$ cat config.mk
export PLATFORM = sky130hd
export DESIGN_NAME = exu_operand_stage
export DESIGN_NICKNAME = d
export VERILOG_FILES = /design/src/rtl/exu_operand_stage.sv
export SDC_FILE = /design/constraint.sdc
export NUM_CORES = 1
export LEC_CHECK = 0
export ABC_AREA = 0
export BUFFER_PORTS_ARGS = -buffer_cell sky130_fd_sc_hd__buf_2
export CORE_AREA = 8 8 187 189
export CTS_CLUSTER_DIAMETER = 30
export DETAILED_ROUTE_END_ITERATION = 8
export DIE_AREA = 0 0 195 197
export PLACE_DENSITY = 0.71
export SYNTH_ARGS = -nofsm -noshare
export SYNTH_HDL_FRONTEND = slang
export SYNTH_SLANG_ARGS = --single-unit
$ cat constraint.sdc
create_clock -name clk -period 5.4 [get_ports clk]
set_input_delay 0.54 -clock clk [delete_from_list [all_inputs] [get_ports clk]]
set_output_delay 0.54 -clock clk [all_outputs]
set_load 0.01 [all_outputs]
$ cat src/rtl/exu_operand_stage.sv
// Decode-to-ALU operand pipeline register with a main register plus one skid entry.
// Optional macro EXU_FWD_EN enables writeback forwarding into rs1/rs2 at capture time.
module exu_operand_stage #(
    parameter int XLEN   = 64,
    parameter int MODE_W = 8
) (
    input  logic              clk,
    input  logic              rst,
    input  logic              flush,
    input  logic              in_valid,
    output logic              in_ready,
    input  logic [XLEN-1:0]   in_pc,
    input  logic [XLEN-1:0]   in_rs1_val,
    input  logic [XLEN-1:0]   in_rs2_val,
    input  logic [XLEN-1:0]   in_imm,
    input  logic [4:0]        in_rs1,
    input  logic [4:0]        in_rs2,
    input  logic [1:0]        in_asel,
    input  logic              in_bsel,
    input  logic [MODE_W-1:0] in_mode,
    input  logic [4:0]        in_rd,
    input  logic              fwd_valid,
    input  logic [4:0]        fwd_rd,
    input  logic [XLEN-1:0]   fwd_data,
    output logic              out_valid,
    input  logic              out_ready,
    output logic [XLEN-1:0]   out_a,
    output logic [XLEN-1:0]   out_b,
    output logic [MODE_W-1:0] out_mode,
    output logic [4:0]        out_rd
);

    logic              main_valid;
    logic              skid_valid;
    logic [XLEN-1:0]   skid_a;
    logic [XLEN-1:0]   skid_b;
    logic [MODE_W-1:0] skid_mode;
    logic [4:0]        skid_rd;
    logic [XLEN-1:0]   rs1_eff;
    logic [XLEN-1:0]   rs2_eff;
    logic [XLEN-1:0]   sel_a;
    logic [XLEN-1:0]   sel_b;
    logic              in_fire;
    logic              main_load;

`ifdef EXU_FWD_EN
    // Forwarding applies only to the beat being captured; held beats keep their operands.
    always_comb begin
        rs1_eff = in_rs1_val;
        rs2_eff = in_rs2_val;
        if (fwd_valid && (fwd_rd != 5'd0) && (fwd_rd == in_rs1)) begin
            rs1_eff = fwd_data;
        end
        if (fwd_valid && (fwd_rd != 5'd0) && (fwd_rd == in_rs2)) begin
            rs2_eff = fwd_data;
        end
    end
`else
    logic fwd_unused;

    assign rs1_eff    = in_rs1_val;
    assign rs2_eff    = in_rs2_val;
    assign fwd_unused = ^{fwd_valid, fwd_rd, fwd_data, in_rs1, in_rs2};
`endif

    always_comb begin
        sel_a = '0;
        case (in_asel)
            2'd0:    sel_a = rs1_eff;
            2'd1:    sel_a = in_pc;
            default: sel_a = '0;
        endcase
        sel_b = in_bsel ? in_imm : rs2_eff;
    end

    assign in_ready  = ~rst & ~skid_valid;
    assign in_fire   = in_valid & in_ready;
    assign main_load = ~main_valid | out_ready;
    assign out_valid = main_valid;

    // The skid entry always drains into main before any newer beat, keeping order.
    always_ff @(posedge clk) begin
        if (rst) begin
            main_valid <= 1'b0;
            skid_valid <= 1'b0;
            out_a      <= '0;
            out_b      <= '0;
            out_mode   <= '0;
            out_rd     <= '0;
            skid_a     <= '0;
            skid_b     <= '0;
            skid_mode  <= '0;
            skid_rd    <= '0;
        end else if (flush) begin
            main_valid <= 1'b0;
            skid_valid <= 1'b0;
        end else if (main_load) begin
            if (skid_valid) begin
                main_valid <= 1'b1;
                out_a      <= skid_a;
                out_b      <= skid_b;
                out_mode   <= skid_mode;
                out_rd     <= skid_rd;
                skid_valid <= in_fire;
                if (in_fire) begin
                    skid_a    <= sel_a;
                    skid_b    <= sel_b;
                    skid_mode <= in_mode;
                    skid_rd   <= in_rd;
                end
            end else if (in_fire) begin
                main_valid <= 1'b1;
                out_a      <= sel_a;
                out_b      <= sel_b;
                out_mode   <= in_mode;
                out_rd     <= in_rd;
            end else begin
                main_valid <= 1'b0;
            end
        end else if (in_fire) begin
            skid_valid <= 1'b1;
            skid_a     <= sel_a;
            skid_b     <= sel_b;
            skid_mode  <= in_mode;
            skid_rd    <= in_rd;
        end
    end

endmodule

After elaboration in Yosys (flattened, before gate mapping)
Cells that the tools add are included.
- register bits after elaboration: 284
- logic and storage cells: 52
- equal/unequal tests: 2
- mux-type cells: 27
- bitwise logic cells: 7
- reduce and logical (&&, ||, !) cells: 6
- operators by type and width (kind ; number):
    $mux 64 ; 11
    $pmux 64 s2 ; 1
    $mux 8 ; 5
    $mux 5 ; 5
    $mux 1 ; 5
    $not 1->1 ; 4
    $reduce_bool 2->1 ; 2
    $reduce_and 3->1 ; 1
    $and 1x1->1 ; 2
    $eq 2x1->1 const B ; 1
    $logic_not 2->1 ; 1
    $ne 2x2->1 const B ; 1
    $reduce_and 2->1 ; 1
    $reduce_or 2->1 ; 1
    $or 1x1->1 ; 1

Depth between registers and ports, before layout
Gate-level depths: netlist of run 1.
- word-level depth: 6
- mapped depth: 8

Worst setup path before layout of run 1
No wires, ideal clock.
- path kind: input -> register
- start: input port rst
- end: register skid_a[33]
- setup time: 132 ps
- data arrival time: 1895 ps
- data required time: 5268 ps
- setup slack: 3372 ps
- stages on the path: 8
- cell sequence: buf_6 -> or4_4 -> buf_6 -> buf_6 -> clkbuf_1 -> buf_2 -> nand2_1 -> a21oi_1
- longest elaborated chain between the ends: 6
- ends and longest elaborated chain (item ; line ; source):
    start: declaration ; 8 ; input logic rst,
    $not 1->1 ; 76 ; assign in_ready = ~rst & ~skid_valid;
    $and 1x1->1 ; 76 ;
    $and 1x1->1 ; 77 ; assign in_fire = in_valid & in_ready;
    $mux 64 (3 in a row) ; n/a ;
    end signal: assignment ; 106 ; skid_a <= sel_a;
    end signal: assignment ; 122 ; skid_a <= sel_a;
    end: declaration ; 35 ; logic [XLEN-1:0] skid_a;
Several ways; a longest one is shown, not always the timed one. The select of a mux whose other input is x is not followed.
A chain may end at the register's enable or synchronous reset.

Worst setup path in the final report of run 1
- start: register skid_valid
- end: output port in_ready
- longest elaborated chain between the ends: 2
- ends and longest elaborated chain (item ; line ; source):
    start: declaration ; 34 ; logic skid_valid;
    start signal: assignment ; 104 ; skid_valid <= in_fire;
    $not 1->1 ; 76 ;
    $and 1x1->1 ; 76 ;
    end: declaration ; 11 ; output logic in_ready,
Every way passes these cells.

==> flow_summary.json, run 1 <==
{
  "status": "finished, final reports clean",
  "num_vias": 12100,
  "internal_power_mw": 5.01,
  "clkLatencyLatePin_ns": 0.56,
  "critPathTopFamily": "buffers and inverters",
  "holdBufCountCts": 0,
  "io_buffer_count": 419,
  "ys_top_cells_by_area": "dfxtp_1 46%, mux2i_1 11%, a211oi_1 8.6%",
  "finalHoldViolCount": 0,
  "wl_mm": 39.1,
  "coreArea_um2": 32000,
  "cts_sinks": 284,
  "clkTransAtPathRegs_ns": 0.05,
  "cpPeakStageDelay_ns": 0.73,
  "cts_made_buffers": 61,
  "rows": 66,
  "period_needed_ns": 2.85,
  "finalNetCount": 2253,
  "synth_area_um2": 12400,
  "power.density_nw_per_um2": 390,
  "cp-start-kind": "register",
  "gp_congestion": 0.839,
  "fin_cells": 2357,
  "grt_max_degree": 118,
  "synth.net_count": 1901,
  "peakVddDrop_v": 0.000249,
  "synth_flop_cell": "dfxtp_1",
  "grt_pass1_vias": 12400,
  "path_class": "reg2out",
  "hpwlAfterDp_mm": 25.6,
  "synth_warnings": 0,
  "dp.cells": 2241,
  "overflow": 0,
  "clock.fmax_ghz": 0.351,
  "whs_ns": 0.230,
  "drv_slew": 0,
  "antenna_found_initial": 2,
  "die_area_um2": 38400,
  "yosysUniqueCellTypes": 23,
  "setup_viol": 0,
  "placed_cell_area_um2": 14600,
  "syn_area_per_cell_um2": 8.04,
  "fillers": 3002,
  "final_design_area_no_fill_um2": 16800,
  "async_flop_share_pct": 0,
  "postRouteAntennaNets": 0,
  "swShare_pct": 23.7,
  "avgViaCountPerCell": 5.14,
  "yosysTopAreaCellShare_pct": 45.8,
  "syn_to_final_growth_pct": 35.2,
  "path_buf_inv": 2,
  "hold_class": "in2reg",
  "ioPinCount": 500,
  "cts_tree": "yes",
  "clockRootBuffer": "clkbuf_16",
  "synth.most_common_cell": "dfxtp_1",
  "grt_setup_unrepaired": "no",
  "drive_gt1_share_pct": 28.2,
  "maxCapViolCount": 0,
  "max_slew_margin_pct": 29.3,
  "cts-resized-gates": 0,
  "synth.largest_area_cell": "dfxtp_1",
  "yosys-top-cells-count": "284 x dfxtp_1, 282 x nand2_1, 207 x nor2_1",
  "yosysSeqAreaShare_pct": 45.8,
  "initial_core_util_pct": 38.8,
  "fp.dieW_um": 195,
  "gr-usage-all-layers_pct": 19.4,
  "firstDrtPassIters": 5,
  "critPathSlowestCell": "dfxtp_4",
  "synth_edf_count": 0,
  "finClkSkew_ns": 0.0199,
  "cts_buffer_depth": 3,
  "drc": 0,
  "crit_chain": "buf_4 > nor2_1 > buf_2",
  "sequentialPowerShare_pct": 33.3,
  "postCtsSetupBuffers": 0,
  "cp.arrival_ns": 2.31,
  "setup.worst_path.end_class": "output pin",
  "period_share_pct": 52.8,
  "power_switching_mw": 1.55,
  "grt_pass1_wl_mm": 62.8,
  "power_frac_clock_pct": 58.8,
  "ys_ff_latch": 284,
  "p_comb_share_pct": 7.8,
  "wire_per_inst_um": 16.6,
  "cp_max_fo": 61,
  "p_leak_nw": 6.96,
  "htree_levels": 2,
  "worst_pin_slew_ns": 1.06,
  "crit_required_ns": 4.86,
  "fp.dieH_um": 197,
  "syn_inst": 1544,
  "fin_setup_tns_ns": 0,
  "drt_iter0_drc": 605
}
## layer usage
metal	track usage [%]	share of wire [%]	vias up
met5	0	0	-
met4	6.29	2.0	0
met3	5.20	6.8	53
met2	33.4	48	404
met1	23.3	43	5597
li1	-	-	6066
## layout make-up
type | instances | area, um^2 | area share [%]
timing repair buffer | 434 | 2250 | 13.4
clock buffer | 76 | 1670 | 9.96
antenna | 1 | 2.50 | 0.0149
clock inverter | 39 | 510 | 3.04
sequential | 284 | 5690 | 33.9
multi-input combinational | 1114 | 6160 | 36.7
tap | 408 | 510 | 3.04
inverter | 1 | 3.75 | 0.0223
## logic make-up after synthesis
logic type	count (synthesis)	share of synthesized area, %
simple gates	624	21.1
compound gates	349	17.0
flops	284	45.8
buf+inv	146	4.79
mux	141	11.4
## cell usage in the layout, fill, tap and decap left out, types with 2 or more instances in the layout
cell | Yosys | routed
a211oi_1 | 142 | 142
a21oi_1 | 141 | 141
buf_12 | 0 | 2
buf_2 | 14 | 416
buf_4 | 0 | 15
bufinv_16 | 0 | 9
clkbuf_1 | 109 | 6
clkbuf_16 | 0 | 61
clkbuf_8 | 0 | 9
clkinv_2 | 0 | 6
clkinv_4 | 0 | 5
clkinvlp_4 | 0 | 9
dfxtp_1 | 284 | 283
inv_6 | 0 | 9
mux2i_1 | 141 | 141
nand2_1 | 282 | 282
nor2_1 | 207 | 207
nor3_1 | 64 | 64
o21ai_0 | 64 | 64
or3_1 | 64 | 64
## power by group through the flow
stage	Sequential, mW	Combinational, mW	Clock, mW
global placement	2.22	0.505	0
detailed placement	2.22	0.516	0
finish	2.18	0.514	3.86
floorplan	2.24	0.262	0
CTS	2.18	0.520	3.91
global route	2.19	0.569	4.02
## metrics by stage
stage	total power, mW	worst slack (ns)	util (%)
3_3_place_gp	2.73	2.70	45.6
6_report	6.56	2.55	52.4
4_1_cts	6.61	2.54	52.4
5_1_grt	6.78	2.38	52.4
2_1_floorplan	2.51	3.37	-
3_5_place_dp	2.74	2.66	45.6
## registers in the layout, indices dropped and copies added (netlist names)
signal / flops
out_a: 64
out_b: 64
skid_a: 64
skid_b: 64
out_mode: 8
skid_mode: 8
out_rd: 5
skid_rd: 5
out_valid: 1
skid_valid: 1
## worst min-delay path, delay by kind of cell
family / cells / cell delay, ns
AND/OR/NAND/NOR: 1 / 0.05
AO/OA/AOI/OAI: 1 / 0.05
buffers and inverters: 1 / 0.10
## path summary, 6_finish.rpt
check | from | to | slack (ns) | depth (start not counted)
setup / recovery | skid_valid | in_ready | 2.55 | 3
hold / removal | in_mode[5] | skid_mode[5] | 0.23 | 3
setup reg to reg | skid_valid | out_a[16] | 2.64 | 5
hold reg to reg | out_b[20] | out_b[20] | 0.44 | 2
No activity file was read; power rests on OpenSTA's default activity.
==> inputs of run 2 (changes only) <==
CORE_AREA = 8 8 188 190   (was 8 8 187 189)
DIE_AREA = 0 0 196 198   (was 0 0 195 197)
PLACE_DENSITY = 0.73   (was 0.71)
clock period = 2.55 ns   (was 5.4 ns; I/O delays follow)
==> run 2 against run 1 <==
- register-to-register slack got worse by 2.1 ns
- die area grew 1.0%
- design area rose by 0.62%
- utilization rose by 0.054 points
- total power is 100% higher
- worst setup slack got worse by 2.1 ns
==> flow_summary.json, run 2 (same netlist as run 1, synthesis figures left out) <==
{
  "status": "finished, final reports clean",
  "layout_common_cells": "416 x buf_2, 283 x dfxtp_1, 282 x nand2_1",
  "finalNetCount": 2276,
  "grt_pass1_wl_mm": 61.4,
  "cts_tree": "yes",
  "postCtsSetupBuffers": 0,
  "fillers": 2960,
  "fin_cells": 2375,
  "period_needed_ns": 2.11,
  "die_area_um2": 38800,
  "power.density_nw_per_um2": 776,
  "crit_required_ns": 2.30,
  "critPathSlowestCell": "buf_4",
  "coreArea_um2": 32200,
  "critPathTopFamily": "buffers and inverters",
  "grt_pass1_vias": 12100,
  "cts_sinks": 284,
  "finalHoldViolCount": 0,
  "path_class": "reg2out",
  "clockRootBuffer": "clkbuf_16",
  "io_buffer_count": 419,
  "clkTransAtPathRegs_ns": 0.04,
  "grt_setup_unrepaired": "no",
  "clock.fmax_ghz": 0.473,
  "gp_congestion": 0.834,
  "drc": 0,
  "worst-r2r-setup-slack_ns": 0.50,
  "fp.dieH_um": 198,
  "cp_max_fo": 86,
  "avgViaCountPerCell": 5.14,
  "cts_made_buffers": 59,
  "finClkSkew_ns": 0.0201,
  "drv_slew": 0,
  "fp.dieW_um": 196,
  "max_slew_margin_pct": 34.6,
  "overflow": 0,
  "ioPinCount": 500,
  "worst_pin_slew_ns": 0.981,
  "drt_iter0_drc": 551,
  "wl_mm": 38.7,
  "fin_setup_tns_ns": 0,
  "firstDrtPassIters": 8,
  "syn_to_final_growth_pct": 36.1,
  "gr-usage-all-layers_pct": 19.0,
  "cp.arrival_ns": 1.86,
  "initial_core_util_pct": 38.6,
  "timing.rr.end": "out_a[37]",
  "grt_max_degree": 125,
  "clkLatencyLatePin_ns": 0.57,
  "final_common_cell": "buf_2",
  "setup.worst_path.end_class": "output pin",
  "min_path_cells": 3,
  "postRouteAntennaNets": 0,
  "wire_per_inst_um": 16.3,
  "maxCapViolCount": 0,
  "cpPeakStageDelay_ns": 0.65,
  "hpwlAfterDp_mm": 25.7,
  "period_share_pct": 82.9,
  "peakVddDrop_v": 0.000552,
  "rr_worst_depth": 6,
  "drive_gt1_share_pct": 28.1,
  "cp-start-kind": "register",
  "p_leak_nw": 7.00,
  "cts_buffer_depth": 3,
  "whs_endpoint": "skid_valid",
  "htree_levels": 2,
  "hp-start": "in_valid",
  "path_buf_inv": 2,
  "dp.cells": 2251,
  "num_vias": 12200,
  "antenna_found_initial": 1,
  "reg2reg_from": "skid_valid",
  "rows": 66,
  "hold_class": "in2reg",
  "setup_viol": 0,
  "crit_chain": "buf_4 > nor2_1 > buf_2"
}
[run 2: routing by layer]
metal,GRT usage [%],vias up,share of wire [%]
met5,0,-,0.026
met4,6.29,2,2.3
met3,5.11,64,7.5
met1,23.0,5600,43
met2,32.3,444,48
li1,-,6107,-
[run 2: worst register-to-register path: cells and delay by family (launching register included)]
kind	cells	cell delay, ns
compound gates	1	0.25
flops	1	0.35
buf+inv	2	0.65
simple gates	3	0.65
[run 2: worst max path at each step]
| stage | startpoint | to | slack, ns | cells after the start |
|---|---|---|---|---|
| floorplan | out_valid | skid_a[33] | 0.73 | 8 |
| global placement | out_ready | skid_a[49] | 0.53 | 6 |
| detailed placement | out_ready | skid_a[57] | 0.51 | 6 |
| CTS | skid_valid | in_ready | 0.42 | 3 |
| global route | skid_valid | in_ready | 0.33 | 3 |
| finish | skid_valid | in_ready | 0.44 | 3 |
[run 2: metrics by stage]
stage	total power [mW]	cell area, um^2	hold slack, ns	utilization, %	setup slack, ns
2_1_floorplan	5.31	12400	0.328	-	0.733
3_3_place_gp	5.79	14800	0.436	45.9	0.535
6_report	13.1	16900	0.0419	52.5	0.436
4_1_cts	13.2	16900	0.0116	52.5	0.419
3_5_place_dp	5.82	14800	0.440	45.9	0.511
5_1_grt	13.6	16900	0.0371	52.5	0.328
[run 2: repair_timing]
| item | CTS | global route |
|---|---|---|
| endpoints found under the hold margin | 31 | 0 |
| hold buffers | 15 | 0 |
| resized for setup | 0 | 0 |
[run 2: area by class of cell]
class | count | area, um^2 | area share (%)
Inverter | 1 | 3.75 | 0.0222
Timing Repair Buffer | 459 | 2590 | 15.3
Tap cell | 408 | 510 | 3.02
Antenna cell | 1 | 2.50 | 0.0148
Clock buffer | 70 | 1570 | 9.28
Clock inverter | 38 | 382 | 2.26
Sequential cell | 284 | 5690 | 33.7
Multi-Input combinational cell | 1114 | 6160 | 36.4
[run 2: report_power, final]
part	leakage (nW)	internal [mW]	switching, mW
sequential	2.30	4.56	0.0605
clock	0.939	4.82	2.54
combinational	3.76	0.483	0.644
==> inputs of run 3 (changes only) <==
clock period = 1.7 ns   (was 2.55 ns; I/O delays follow)
==> run 3 against run 2 <==
- the flow now finishes with violations (setup timing)
- flip-flop and latch count did not move
- worst hold slack got worse by 0.021 ns
- critical endpoint is now skid_a[56]
- critical path depth rose by 2
- final cell count rose by 2.8%
- die area did not move
- non-clock buffer count rose by 54
- total power rose by 67%
- clock power rose by 78%
- utilization rose by 3.7 points
- sequential share of layout area fell by 2.2 points
- wire length rose by 8.0%
==> flow_summary.json, run 3 (same netlist as run 1, synthesis figures left out) <==
{
  "status": "complete, but fails checks",
  "violations": "setup timing",
  "cp.arrival_ns": 2.18,
  "antenna_found_initial": 0,
  "cp_max_fo": 38,
  "avgViaCountPerCell": 5.18,
  "placed_cell_area_um2": 15100,
  "finalNetCount": 2338,
  "grt_pass1_wl_mm": 65.2,
  "firstDrtPassIters": 6,
  "initial_core_util_pct": 38.6,
  "drt_iter0_drc": 574,
  "gp_congestion": 0.861,
  "total_power_mw": 21.9,
  "syn_to_final_growth_pct": 45.7,
  "fin_util_pct": 56.2,
  "overflow": 0,
  "io_buffer_count": 419,
  "worst_pin_slew_ns": 0.776,
  "ioPinCount": 500,
  "period_share_pct": 102,
  "fp.dieW_um": 196,
  "htree_levels": 3,
  "grt_pass1_vias": 12700,
  "fillers": 2809,
  "finClkSkew_ns": 0.0277,
  "hpwlAfterDp_mm": 27.4,
  "p_leak_nw": 7.59,
  "final_common_cell": "buf_2",
  "final_design_area_no_fill_um2": 18100,
  "setup_viol": 24,
  "clkTransAtPathRegs_ns": 0.05,
  "setup_slack_ns": -0.0328,
  "fp.dieH_um": 198,
  "max_slew_margin_pct": 48.3,
  "fin_cells": 2441,
  "period_needed_ns": 1.73,
  "cts_sinks": 284,
  "maxCapViolCount": 0,
  "postRouteAntennaNets": 0,
  "crit_required_ns": 2.15,
  "path_class": "reg2reg",
  "gr-usage-all-layers_pct": 20.2,
  "fin_setup_tns_ns": -0.374,
  "wire_per_inst_um": 17.1,
  "num_vias": 12700,
  "cts_buffer_depth": 3,
  "cts_tree": "yes",
  "power.density_nw_per_um2": 1210,
  "finalHoldViolCount": 0,
  "grt_setup_unrepaired": "yes",
  "rows": 66,
  "peakVddDrop_v": 0.000712,
  "whs_ns": 0.0208,
  "cts_made_buffers": 67,
  "cp-start-kind": "register",
  "drc": 0,
  "drv_slew": 0,
  "clkLatencyLatePin_ns": 0.55,
  "dp.cells": 2282,
  "layout_common_cells": "416 x buf_2, 282 x nand2_1, 282 x dfxtp_1",
  "clock.fmax_ghz": 0.577,
  "setup.worst_path.end_class": "register",
  "coreArea_um2": 32200,
  "pre_cts_slack_ns": -0.151,
  "wl_mm": 41.8,
  "grt_max_degree": 176,
  "clockRootBuffer": "clkbuf_16",
  "hold_class": "in2reg",
  "drive_gt1_share_pct": 31.5,
  "die_area_um2": 38800
}
==> run 3: layout make-up <==
| cell class | count | area [um^2] | area share [%] |
|---|---|---|---|
| multi-input cells | 1114 | 6300 | 34.8 |
| flip-flops and latches | 284 | 5690 | 31.5 |
| repair buffers | 513 | 3230 | 17.9 |
| clock buffers | 85 | 1920 | 10.6 |
| well taps | 408 | 510 | 2.82 |
| clock inverters | 35 | 442 | 2.44 |
| inverters | 1 | 3.75 | 0.0207 |
| diodes | 1 | 2.50 | 0.0138 |
==> run 3: path summary, 6_finish.rpt <==
kind	from	cells after the start	endpoint	slack [ns]
max	out_valid	5	skid_a[56]	-0.03
min	in_imm[32]	3	skid_b[32]	0.02
max reg2reg	out_valid	5	skid_a[56]	-0.03
min reg2reg	out_b[36]	2	out_b[36]	0.45
==> run 3: power by group <==
group          internal (mW)  switching [mW]
Sequential              6.85          0.0928
Combinational          0.811            1.01
Clock                   9.16            3.97
==> run 3: repair_timing <==
action | CTS | global route
hold buffers | 26 | 0
hold endpoints to repair | 26 | 0
cloned | 0 | 4
gates resized for setup | 6 | 38
setup buffers | 1 | 7
endpoints found under the setup margin | 128 | 95
pin swaps | 1 | 7
==> run 3: routing by layer <==
layer | wire length (um) | share of wire (%) | global-route usage, % | up-vias
met5 | 0 | 0 | 0 | -
met1 | 17800 | 43 | 24.5 | 5831
li1 | - | - | - | 6234
met2 | 19900 | 48 | 34.1 | 501
met4 | 1100 | 2.6 | 6.93 | 0
met3 | 3030 | 7.2 | 5.60 | 90
==> run 3: critical path, cell delays in order, from the launching register on <==
cell,delay [ns]
dfxtp_4,0.35
nand2b_4,0.05
or4_4,0.54
buf_16,0.20
or3_4,0.38
a21oi_2,0.11
